<file path="src/rtl/uart_frame_assembler_if.sv">
// Byte-stream input and assembled-frame output bundle of the UART frame assembler.
// The DUT takes the slave view; the upstream receiver or a bench drives the master view.
interface uart_frame_assembler_if;
   logic [7:0] rx_data;
   logic       rx_valid;
   logic [7:0] data_1;
   logic [7:0] data_2;
   logic [7:0] data_3;
   logic       frame_valid;
   logic       frame_err;
   logic       busy;

   modport master (
      output rx_data, rx_valid,
      input  data_1, data_2, data_3, frame_valid, frame_err, busy
   );

   modport slave (
      input  rx_data, rx_valid,
      output data_1, data_2, data_3, frame_valid, frame_err, busy
   );
endinterface

</file>
<file path="src/rtl/uart_frame_assembler.sv">
// Hunts for SYNC_BYTE, collects three payload bytes and an XOR checksum, and publishes
// good frames with a one-cycle frame_valid. Bad checksums and stalls raise frame_err.
module uart_frame_assembler #(
   parameter logic [7:0] SYNC_BYTE      = 8'hA5,
   parameter int         TIMEOUT_CYCLES = 100000
) (
   input  logic                  clk,
   input  logic                  rst_n,
   uart_frame_assembler_if.slave bus
);

   localparam int                 CNT_W    = $clog2(TIMEOUT_CYCLES + 1);
   localparam logic [CNT_W-1:0]   CNT_LAST = CNT_W'(TIMEOUT_CYCLES - 1);

   typedef enum logic [2:0] {
      S_IDLE,
      S_B0,
      S_B1,
      S_B2,
      S_CHK
   } state_t;

   state_t           r_state;
   state_t           w_state_nxt;
   logic [CNT_W-1:0] r_cnt;
   logic [CNT_W-1:0] w_cnt_nxt;
   logic [7:0]       r_sh0;
   logic [7:0]       r_sh1;
   logic [7:0]       r_sh2;
   logic [7:0]       r_d1;
   logic [7:0]       r_d2;
   logic [7:0]       r_d3;
   logic             r_fv;
   logic             r_fe;
   logic             w_fv_nxt;
   logic             w_fe_nxt;
   logic             w_load;
   logic             w_chk_ok;

   assign w_chk_ok = (bus.rx_data == (r_sh0 ^ r_sh1 ^ r_sh2));

   always_ff @(posedge clk or negedge rst_n) begin
      if (!rst_n) begin
         r_state <= S_IDLE;
         r_cnt   <= '0;
         r_fv    <= 1'b0;
         r_fe    <= 1'b0;
      end else begin
         r_state <= w_state_nxt;
         r_cnt   <= w_cnt_nxt;
         r_fv    <= w_fv_nxt;
         r_fe    <= w_fe_nxt;
      end
   end

   // A byte arriving in the expiry cycle takes priority over the timeout.
   always_comb begin
      w_state_nxt = r_state;
      w_cnt_nxt   = r_cnt;
      w_fv_nxt    = 1'b0;
      w_fe_nxt    = 1'b0;
      w_load      = 1'b0;
      if (r_state == S_IDLE) begin
         w_cnt_nxt = '0;
         if (bus.rx_valid && (bus.rx_data == SYNC_BYTE)) begin
            w_state_nxt = S_B0;
         end
      end else if (bus.rx_valid) begin
         w_cnt_nxt = '0;
         case (r_state)
            S_B0:    w_state_nxt = S_B1;
            S_B1:    w_state_nxt = S_B2;
            S_B2:    w_state_nxt = S_CHK;
            S_CHK: begin
               w_state_nxt = S_IDLE;
               w_fv_nxt    = w_chk_ok;
               w_fe_nxt    = !w_chk_ok;
               w_load      = w_chk_ok;
            end
            default: w_state_nxt = S_IDLE;
         endcase
      end else if (r_cnt == CNT_LAST) begin
         w_state_nxt = S_IDLE;
         w_cnt_nxt   = '0;
         w_fe_nxt    = 1'b1;
      end else begin
         w_cnt_nxt = r_cnt + 1'b1;
      end
   end

   // Shadow bytes are always written before they are read, so they carry no reset.
   always_ff @(posedge clk) begin
      if (bus.rx_valid) begin
         case (r_state)
            S_B0:    r_sh0 <= bus.rx_data;
            S_B1:    r_sh1 <= bus.rx_data;
            S_B2:    r_sh2 <= bus.rx_data;
            default: ;
         endcase
      end
   end

   always_ff @(posedge clk or negedge rst_n) begin
      if (!rst_n) begin
         r_d1 <= 8'h00;
         r_d2 <= 8'h00;
         r_d3 <= 8'h00;
      end else if (w_load) begin
         r_d1 <= r_sh0;
         r_d2 <= r_sh1;
         r_d3 <= r_sh2;
      end
   end

   assign bus.data_1      = r_d1;
   assign bus.data_2      = r_d2;
   assign bus.data_3      = r_d3;
   assign bus.frame_valid = r_fv;
   assign bus.frame_err   = r_fe;
   assign bus.busy        = (r_state != S_IDLE);

endmodule

</file>
<file path="src/flat_wrapper.sv">
// flat-port wrapper written by rule: the top's interface ports become plain ports
module uart_frame_assembler_flat 
#(
   parameter logic [7:0] SYNC_BYTE      = 8'hA5,
   parameter int         TIMEOUT_CYCLES = 100000
)
  (clk, rst_n, bus_rx_data, bus_rx_valid, bus_data_1, bus_data_2, bus_data_3, bus_frame_valid, bus_frame_err, bus_busy);
  uart_frame_assembler_if bus_i ();
  input  logic clk;
  input  logic rst_n;
  input wire logic [$bits(bus_i.rx_data)-1:0] bus_rx_data;
  input wire logic [$bits(bus_i.rx_valid)-1:0] bus_rx_valid;
  output wire logic [$bits(bus_i.data_1)-1:0] bus_data_1;
  output wire logic [$bits(bus_i.data_2)-1:0] bus_data_2;
  output wire logic [$bits(bus_i.data_3)-1:0] bus_data_3;
  output wire logic [$bits(bus_i.frame_valid)-1:0] bus_frame_valid;
  output wire logic [$bits(bus_i.frame_err)-1:0] bus_frame_err;
  output wire logic [$bits(bus_i.busy)-1:0] bus_busy;
  assign bus_i.rx_data = bus_rx_data;
  assign bus_i.rx_valid = bus_rx_valid;
  assign bus_data_1 = bus_i.data_1;
  assign bus_data_2 = bus_i.data_2;
  assign bus_data_3 = bus_i.data_3;
  assign bus_frame_valid = bus_i.frame_valid;
  assign bus_frame_err = bus_i.frame_err;
  assign bus_busy = bus_i.busy;
  uart_frame_assembler #(.SYNC_BYTE(SYNC_BYTE), .TIMEOUT_CYCLES(TIMEOUT_CYCLES)) u_core (.clk(clk), .rst_n(rst_n), .bus(bus_i));
endmodule
</file>
<file path="config.mk">
export PLATFORM = sky130hd
export DESIGN_NAME = uart_frame_assembler_flat
export DESIGN_NICKNAME = d
export VERILOG_FILES = /design/src/rtl/uart_frame_assembler_if.sv /design/src/rtl/uart_frame_assembler.sv /design/src/flat_wrapper.sv
export SDC_FILE = /design/constraint.sdc
export NUM_CORES = 1
export LEC_CHECK = 0
export CAP_MARGIN = 10
export CORE_MARGIN = 10
export CORE_UTILIZATION = 59
export CTS_CLUSTER_SIZE = 28
export DETAILED_ROUTE_END_ITERATION = 16
export PLACE_DENSITY = 0.84
export SLEW_MARGIN = 25
export SYNTH_ARGS = -nofsm -noshare
export SYNTH_HDL_FRONTEND = slang
export SYNTH_SLANG_ARGS = --single-unit
</file>
<file path="constraint.sdc">
create_clock -name clk -period 4.37 [get_ports clk]
set_input_delay 0.6555 -clock clk [delete_from_list [all_inputs] [get_ports clk]]
set_output_delay 0.6555 -clock clk [all_outputs]
set_load 0.005 [all_outputs]
</file>
# After elaboration in Yosys (flattened, before gate mapping)
# Index checks and enable logic that the tools add are counted.
totals:
  register_bits: 70
  input_bits: 11
  out_inout_bits: 27
  wordCells: 45
op_classes:
  addsub: 1
  eq_ne: 8
  mux: 15
  n_bitwise: 2
  n_reduce_logical: 9
op_table:
  columns: ["operator", "count"]
  rows:
  - ["$mux 17", 3]
  - ["$add 17x1->17 const B", 1]
  - ["$eq 17x17->1 const B", 1]
  - ["$xor 8x8->8", 2]
  - ["$mux 3", 4]
  - ["$pmux 3 s3", 1]
  - ["$eq 8x8->1", 1]
  - ["$eq 8x8->1 const B", 1]
  - ["$reduce_and 2->1", 4]
  - ["$mux 1", 7]
  - ["$eq 3x2->1 const B", 2]
  - ["$reduce_bool 3->1", 2]
  - ["$eq 3x1->1 const B", 1]
  - ["$eq 3x3->1 const B", 1]
  - ["$logic_not 3->1", 1]
  - ["$ne 2x2->1 const B", 1]
  - ["$logic_and 1x1->1", 1]
  - ["$logic_not 1->1", 1]

# Longest topological paths before layout
# Gate-level depths: netlist (run 1).
depth:
  word_depth: 7
  mapped_depth: 8
  mapped_depth_nobuf: 6

# Least setup slack after synthesis (run 1)
# No wires, ideal clock.
synth_path:
  path_type: "input port to flip-flop"
  from: "input bus_rx_data[6]"
  to: "register u_core.r_d1[0] (netlist: u_core.bus.data_1[0])"
  setup_time_ns: 0.125
  arrival_time_ns: 2.530
  t_required_ns: 4.245
  setup_slack_ns: 1.715
  path_stages: 7
  path_buffers: 2
  path_cell_list: "xor2_1 > xnor2_1 > or4_4 > or4_4 > buf_6 > buf_12 > mux2_4"
synth_via:
  elab_chain_len: 4
synth_rtl:
  columns: ["item", "line", "source"]
  rows:
  - ["from (decl)", "flat_wrapper.sv:11", "input wire logic [$bits(bus_i.rx_data)-1:0] bus_rx_data;"]
  - ["$eq 8x8->1", "uart_frame_assembler.sv:40", "assign w_chk_ok = (bus.rx_data == (r_sh0 ^ r_sh1 ^ r_sh2));"]
  - ["$mux 1", "uart_frame_assembler.sv:70", "case (r_state)"]
  - ["$mux 1", "uart_frame_assembler.sv:68", "end else if (bus.rx_valid) begin"]
  - ["$mux 1", "uart_frame_assembler.sv:63", "if (r_state == S_IDLE) begin"]
  - ["to (signal assigned)", "uart_frame_assembler.sv:109", "r_d1 <= r_sh0;"]
  - ["to (decl)", "uart_frame_assembler.sv:30", "logic [7:0] r_d1;"]
# No other way between the ends.
# A chain may end at the register's enable or synchronous reset.

# Worst setup path after layout (run 1)
layout_path:
  from: "input bus_rx_data[6]"
  to: "register u_core.r_d2[5] (netlist: u_core.bus.data_2[5])"
layout_via:
  elab_chain_len: 4
layout_rtl:
  columns: ["item", "line", "source"]
  rows:
  - ["$eq 8x8->1", "uart_frame_assembler.sv:40", null]
  - ["$mux 1", "uart_frame_assembler.sv:70", null]
  - ["$mux 1", "uart_frame_assembler.sv:68", null]
  - ["$mux 1", "uart_frame_assembler.sv:63", null]
  - ["to (signal assigned)", "uart_frame_assembler.sv:110", "r_d2 <= r_sh1;"]
  - ["to (decl)", "uart_frame_assembler.sv:31", "logic [7:0] r_d2;"]
# No other way between the ends.

==> impl_metrics.csv, run 1 <==
group,metric,value,unit
outcome,status,"finished, final reports clean",
grt,antenna_found_initial,0,
synth,ys_warn_count,0,
cts,htree_levels,3,
run,cap_violations,0,
floorplan,design.core.area,4850,µm²
hold_path,hold_path_class,"in -> async",
layout,fill_cells,323,
route,routed_wl,5.50,mm
grt,overflow,0,
power_and_ir_drop,leakagePower,1.54,nW
timing,whs,318,ps
route,dr.pass1.iters,4,
cts,cts_resized,0,
worst_setup_path,critPathMaxStageDelay,760,ps
worst_setup_path,path_cells,"clkdlybuf4s50_1 -> xor2_1 -> xnor2_1 -> or4_4 -> or4_4 -> mux2_4",
route,initialDrtViolationCount,192,
layout,drive_above_1_share,15.0,%
grt,grt_max_degree,47,
cts,clock_sinks,70,
cts,cts_buffers,9,
grt,grt_pass1_vias,1756,
grt,grtUsageTotal,13.7,%
timing,setup_viol,0,
cts,cts_tree,"done",
floorplan,initial_core_util,62.1,%
worst_setup_path,required,4590,ps
timing,setup_tns,0,ps
route,drc,0,
route,wl_met3,451,µm
layout,nNetsFinal,267,
route,num_vias,1726,
cts,clk_pin_slew,70,ps
timing,final.setup_skew,7.87,ps
worst_setup_path,critPathSlowestCell,"or4_4",
synth,yosysUniqueCellTypes,31,
worst_setup_path,end_kind,"flip-flop",
power_and_ir_drop,p_int,1.03,mW
power_and_ir_drop,p_seq_share,55.0,%
power_and_ir_drop,p_clk_share,31.4,%
timing,final_hold_viol_count,0,
timing,finalMaxSlewViolations,0,
synth,synth_cells,212,
synth,syn_nets,224,
route,vias_per_cell,5.28,
cts,clockBufferDepth,2,
power_and_ir_drop,power_density,391,nW/µm²
timing,rsz0062_at_grt,"false",
floorplan,placementRows,25,
timing,fmax,0.318,GHz
worst_setup_path,worst-setup-path-type,"in -> reg",
placed_design,dp_hpwl,3.82,mm
power_and_ir_drop,netSwitchingPower,363,µW
placed_design,port_buffers,37,
route,final_antenna_net_count,0,
placed_design,place_ws,946,ps
layout,post-route-util,73.6,%
cts,clkLatencyLatePin,340,ps
timing,final.setup.worst_slack,1220,ps
synth,synthTopCellsByArea,"dfrtp_1 (38%), edfxtp_1 (24%), mux2_4 (10%)",
cts,cts_root_buffer,"clkbuf_8",
synth,synth.cell_area,3010,µm²
placed_design,place_congestion,0.845,
power_and_ir_drop,total_power,1.40,mW
layout,area_growth,18.4,%
cts,cts_hold_buf,0,
route,m1WireLength,2.44,mm
floorplan,die_h,91.4,µm
floorplan,ios,38,
grt,grt_pass1_wl,9.00,mm
floorplan,dieArea,8360,µm²
route,top_layer,"met4",
worst_setup_path,cp_num_buf_inv,1,
floorplan,dieWidth,91.4,µm
power_and_ir_drop,vdd_drop_max,0.000299,V
timing,finalCritPeriodShare,72.0,%
synth,ys_ff_latch,70,
synth,yosysSeqAreaShare,62.2,%
worst_setup_path,cp_top_family,"simple AND/OR/NAND/NOR gates",
worst_setup_path,critPathMostFrequentCell,"or4_4",
route,met2_length,2.57,mm
timing,worstMarginPinSlew,855,ps
timing,period_minus_slack,3150,ps
synth,synth_top_area_share,38.2,%
layout,diodes,0,
route,wl_per_cell,16.8,µm
synth,synth_top_area_cell,"dfrtp_1",
worst_setup_path,cp_max_fo,24,
worst_setup_path,critPathArrivalTime,3360,ps
timing,max-slew-margin-rel,42.8,%
power_and_ir_drop,switching_share,26.0,%
worst_setup_path,cp-start-kind,"input pin",
cts,post_cts_buffers,0,
synth,syn_avg_cell_area,14.2,µm²
power_and_ir_drop,p_comb_share,13.5,%
## registers in the layout, indices dropped and copies added, names as in the netlist
register / count
u_core.r_state: 3
u_core.r_sh2: 8
u_core.r_cnt: 17
u_core.bus.frame_err: 1
u_core.bus.frame_valid: 1
u_core.r_sh1: 8
u_core.bus.data_1: 8
u_core.r_sh0: 8
u_core.bus.data_3: 8
u_core.bus.data_2: 8
## stage by stage
step                      cells  instance area, µm²
after floorplan             212                3010
after global placement      311                3400
after detailed placement    311                3400
after CTS                   327                3560
after global routing        327                3570
final                       327                3570
## cells in the final DEF, fill, tap and decap left out
cell / synthesis / layout
nor2_1: 24 / 24
mux2_4: 20 / 20
xnor2_1: 19 / 19
ha_1: 1 / 1
nor3b_1: 1 / 1
clkinv_2: 0 / 2
inv_1: 2 / 2
or3_1: 2 / 2
nand2_1: 13 / 13
o21ai_0: 1 / 1
and3_1: 6 / 6
nor4bb_1: 1 / 1
nor4_1: 1 / 1
clkdlybuf4s50_1: 0 / 36
a221o_1: 1 / 1
nand3_1: 4 / 4
buf_4: 0 / 1
a211o_1: 1 / 1
nor3_1: 3 / 3
mux2_2: 4 / 4
xor2_1: 19 / 19
clkbuf_8: 0 / 10
a21o_1: 1 / 1
nand4_1: 2 / 2
or4_4: 2 / 2
dfrtp_1: 46 / 46
edfxtp_1: 24 / 24
nor2b_1: 3 / 3
and2_1: 1 / 1
nor4b_1: 2 / 2
and4_1: 2 / 2
clkbuf_1: 2 / 4
a2111oi_0: 1 / 1
## final timing paths
kind,start,end,slack (ps),cells after the start
worst max-delay path,bus_rx_data[6],u_core.bus.data_2[5],1220,6
worst min-delay path,rst_n,u_core.r_cnt[13],320,1
worst max register to register,u_core.r_sh1[6],u_core.bus.data_2[5],1740,5
worst min register to register,u_core.r_cnt[0],u_core.r_cnt[0],460,1
max in group asynchronous,rst_n,u_core.bus.data_2[1],3660,1
min in group clk,u_core.r_cnt[0],u_core.r_cnt[0],460,1
## worst register-to-register path: stages, from the launching register on
cell      delay (ps)
edfxtp_1         420
xor2_1           250
xnor2_1          150
or4_4            540
or4_4            760
mux2_4           390
## cell usage after synthesis
| master | count |
|---|---|
| a21o_1 | 1 |
| and2_1 | 1 |
| nor4b_1 | 2 |
| or3_1 | 2 |
| a2111oi_0 | 1 |
| nand4_1 | 2 |
| and3_1 | 6 |
| ha_1 | 1 |
| dfrtp_1 | 46 |
| nor2_1 | 24 |
| nand3_1 | 4 |
| buf_12 | 2 |
| xnor2_1 | 19 |
| buf_6 | 1 |
| nor3_1 | 3 |
| nor4_1 | 1 |
| xor2_1 | 19 |
| nor2b_1 | 3 |
| a221o_1 | 1 |
| mux2_4 | 20 |
| mux2_2 | 4 |
| o21ai_0 | 1 |
| nor4bb_1 | 1 |
| nor3b_1 | 1 |
| a211o_1 | 1 |
| edfxtp_1 | 24 |
| nand2_1 | 13 |
| and4_1 | 2 |
| clkbuf_1 | 2 |
| or4_4 | 2 |
| inv_1 | 2 |
## cells by family after synthesis
group,count (synthesis),synth area share [%]
flops,70,62.2
simple gates,67,11.4
xor+xnor,38,11.1
mux,24,11.5
buf+inv,7,2.20
compound gates,5,1.33
fa+ha+maj,1,0.415
## power by group through the flow
stage	logic (mW)	registers (mW)	clock network [mW]
after global placement	0.187	0.777	0
after floorplan	0.116	0.771	0
final	0.189	0.768	0.439
after CTS	0.192	0.768	0.447
after detailed placement	0.189	0.781	0
after global routing	0.212	0.773	0.487
## per-layer routing
layer  track usage [%]  up-vias
li1                  -      818
met1              17.5      844
met2              19.7       60
met3              5.84        4
met4              6.01        0
met5                 0        -
## final cells by class
cell class	count	area (µm²)	area share, %
Inverter	2	7.51	0.210
Clock buffer	14	153	4.28
Timing Repair Buffer	37	368	10.3
Tap cell	67	83.8	2.35
Multi-Input combinational cell	135	1070	30.1
Clock inverter	2	10.0	0.281
Sequential cell	70	1870	52.5
Note: power is estimated with default switching activity, not from simulation.
==> run 2, diff against run 1 <==
CORE_UTILIZATION = 49   (was 59)
PLACE_DENSITY = 0.75   (was 0.84)
clock period = 2.78 ns   (was 4.37 ns; I/O delays follow)
==> run 2 against run 1 <==
  * Cell count grew 5.8%
  * Register-to-register slack got worse by 1400 ps
  * Critical path type unchanged
  * Largest power group unchanged
  * Core utilization shrank 11 points
  * Via count increased by 1.2%
  * Final area grew 4.9%
==> impl_metrics.csv, run 2 (same netlist as run 1, synthesis figures left out) <==
group,metric,value,unit
route,initialDrtViolationCount,45,
route,final_antenna_net_count,0,
timing,final.setup_skew,9.53,ps
cts,cts_tree,"done",
grt,grt_pass1_wl,9.36,mm
route,vias_per_cell,5.05,
floorplan,design.core.area,5960,µm²
layout,drive_above_1_share,19.9,%
layout,nNetsFinal,278,
outcome,status,"finished, final reports clean",
layout,layout_commonest_cell,"dfrtp_1",
layout,fill_cells,475,
cts,cts_root_buffer,"clkbuf_8",
timing,fmax,0.393,GHz
grt,grt_max_degree,47,
timing,finalCritPeriodShare,91.5,%
power_and_ir_drop,power_density,645,nW/µm²
cts,clock_sinks,70,
timing,setup_viol,0,
route,routed_wl,5.46,mm
run,cap_violations,0,
floorplan,ios,38,
layout,area_growth,24.3,%
timing,rsz0062_at_grt,"false",
power_and_ir_drop,leakagePower,1.63,nW
floorplan,die_h,98.4,µm
timing,setup_tns,0,ps
layout,mostFrequentLayoutCells,"dfrtp_1 (46), clkdlybuf4s50_1 (36), nor2_1 (24), edfxtp_1 (24), mux2_4 (20)",
floorplan,dieWidth,98.4,µm
layout,post-route-util,62.9,%
floorplan,dieArea,9680,µm²
route,drc,0,
cts,cts_buffers,9,
grt,overflow,0,
cts,post_cts_buffers,0,
worst_setup_path,cp-start-kind,"input pin",
route,wl_per_cell,15.8,µm
cts,clk_pin_slew,80,ps
cts,clockBufferDepth,2,
worst_setup_path,worst-setup-path-type,"in -> reg",
route,num_vias,1747,
worst_setup_path,critPathArrivalTime,2760,ps
route,dr.pass1.iters,4,
worst_setup_path,cp_max_fo,13,
placed_design,dp_hpwl,3.94,mm
grt,antenna_found_initial,0,
placed_design,place_congestion,0.802,
cts,clkLatencyLatePin,340,ps
cts,htree_levels,3,
cts,cts_hold_buf,0,
timing,whs,75.3,ps
layout,top_register,"u_core.r_cnt",
worst_setup_path,end_kind,"flip-flop",
power_and_ir_drop,vdd_drop_max,0.000356,V
timing,max-slew-margin-rel,61.0,%
worst_setup_path,required,3000,ps
timing,finalMaxSlewViolations,0,
timing,worstMarginPinSlew,585,ps
layout,diodes,0,
floorplan,placementRows,28,
floorplan,initial_core_util,50.6,%
timing,final_hold_viol_count,0,
cts,cts_resized,0,
placed_design,port_buffers,37,
hold_path,hold_path_class,"in -> async",
timing,period_minus_slack,2540,ps
grt,grt_pass1_vias,1906,
grt,grtUsageTotal,11.8,%
layout,largest_reg_flops,17,
run 2: report_power, final:
| group | switching [mW] | internal (mW) |
|---|---|---|
| clock network | 0.385 | 0.507 |
| logic | 0.175 | 0.144 |
| registers | 0.0543 | 1.15 |
| total | 0.614 | 1.80 |
run 2: cell type report:
cell class | instances | area (µm²) | share of cell area, %
Sequential cell | 70 | 1870 | 50.0
Multi-Input combinational cell | 135 | 1070 | 28.7
Timing Repair Buffer | 48 | 475 | 12.7
Clock buffer | 9 | 124 | 3.31
Clock inverter | 7 | 97.6 | 2.61
Tap cell | 75 | 93.8 | 2.51
Inverter | 2 | 7.51 | 0.201
run 2: per-layer routing:
layer	part of all wire (%)	wire length, µm	track usage, %
met5	0	0	0
met4	1.4	77	5.29
met3	4.7	259	3.38
met2	51	2780	19.9
met1	43	2340	13.6
run 2: path summary, 6_finish.rpt:
path | startpoint | cells after the start | slack (ps) | to
setup / recovery | bus_rx_data[3] | 7 | 240 | u_core.bus.data_3[2]
hold / removal | rst_n | 1 | 80 | u_core.bus.data_2[6]
setup reg to reg | u_core.r_sh0[3] | 6 | 310 | u_core.bus.data_3[2]
hold reg to reg | u_core.r_cnt[0] | 1 | 470 | u_core.r_cnt[0]
max in group asynchronous | rst_n | 1 | 2300 | u_core.r_cnt[16]
min in group clk | u_core.r_cnt[0] | 1 | 470 | u_core.r_cnt[0]
run 2: worst max-delay path, stage by stage:
cell,delay [ps]
clkdlybuf4s50_1,440
xnor2_1,200
xnor2_1,110
or4_4,540
or4_4,570
buf_12,180
mux2_4,290
run 2: per-stage QoR:
| step | worst slack, ps | instances | cell area [µm²] | power [mW] |
|---|---|---|---|---|
| 2_1_floorplan | 359 | 212 | 3010 | 1.40 |
| 3_3_place_gp | -116 | 330 | 3520 | 1.54 |
| 3_5_place_dp | -136 | 330 | 3520 | 1.55 |
| 4_1_cts | 217 | 346 | 3740 | 2.45 |
| 5_1_grt | 150 | 346 | 3740 | 2.53 |
| 6_report | 236 | 346 | 3740 | 2.42 |
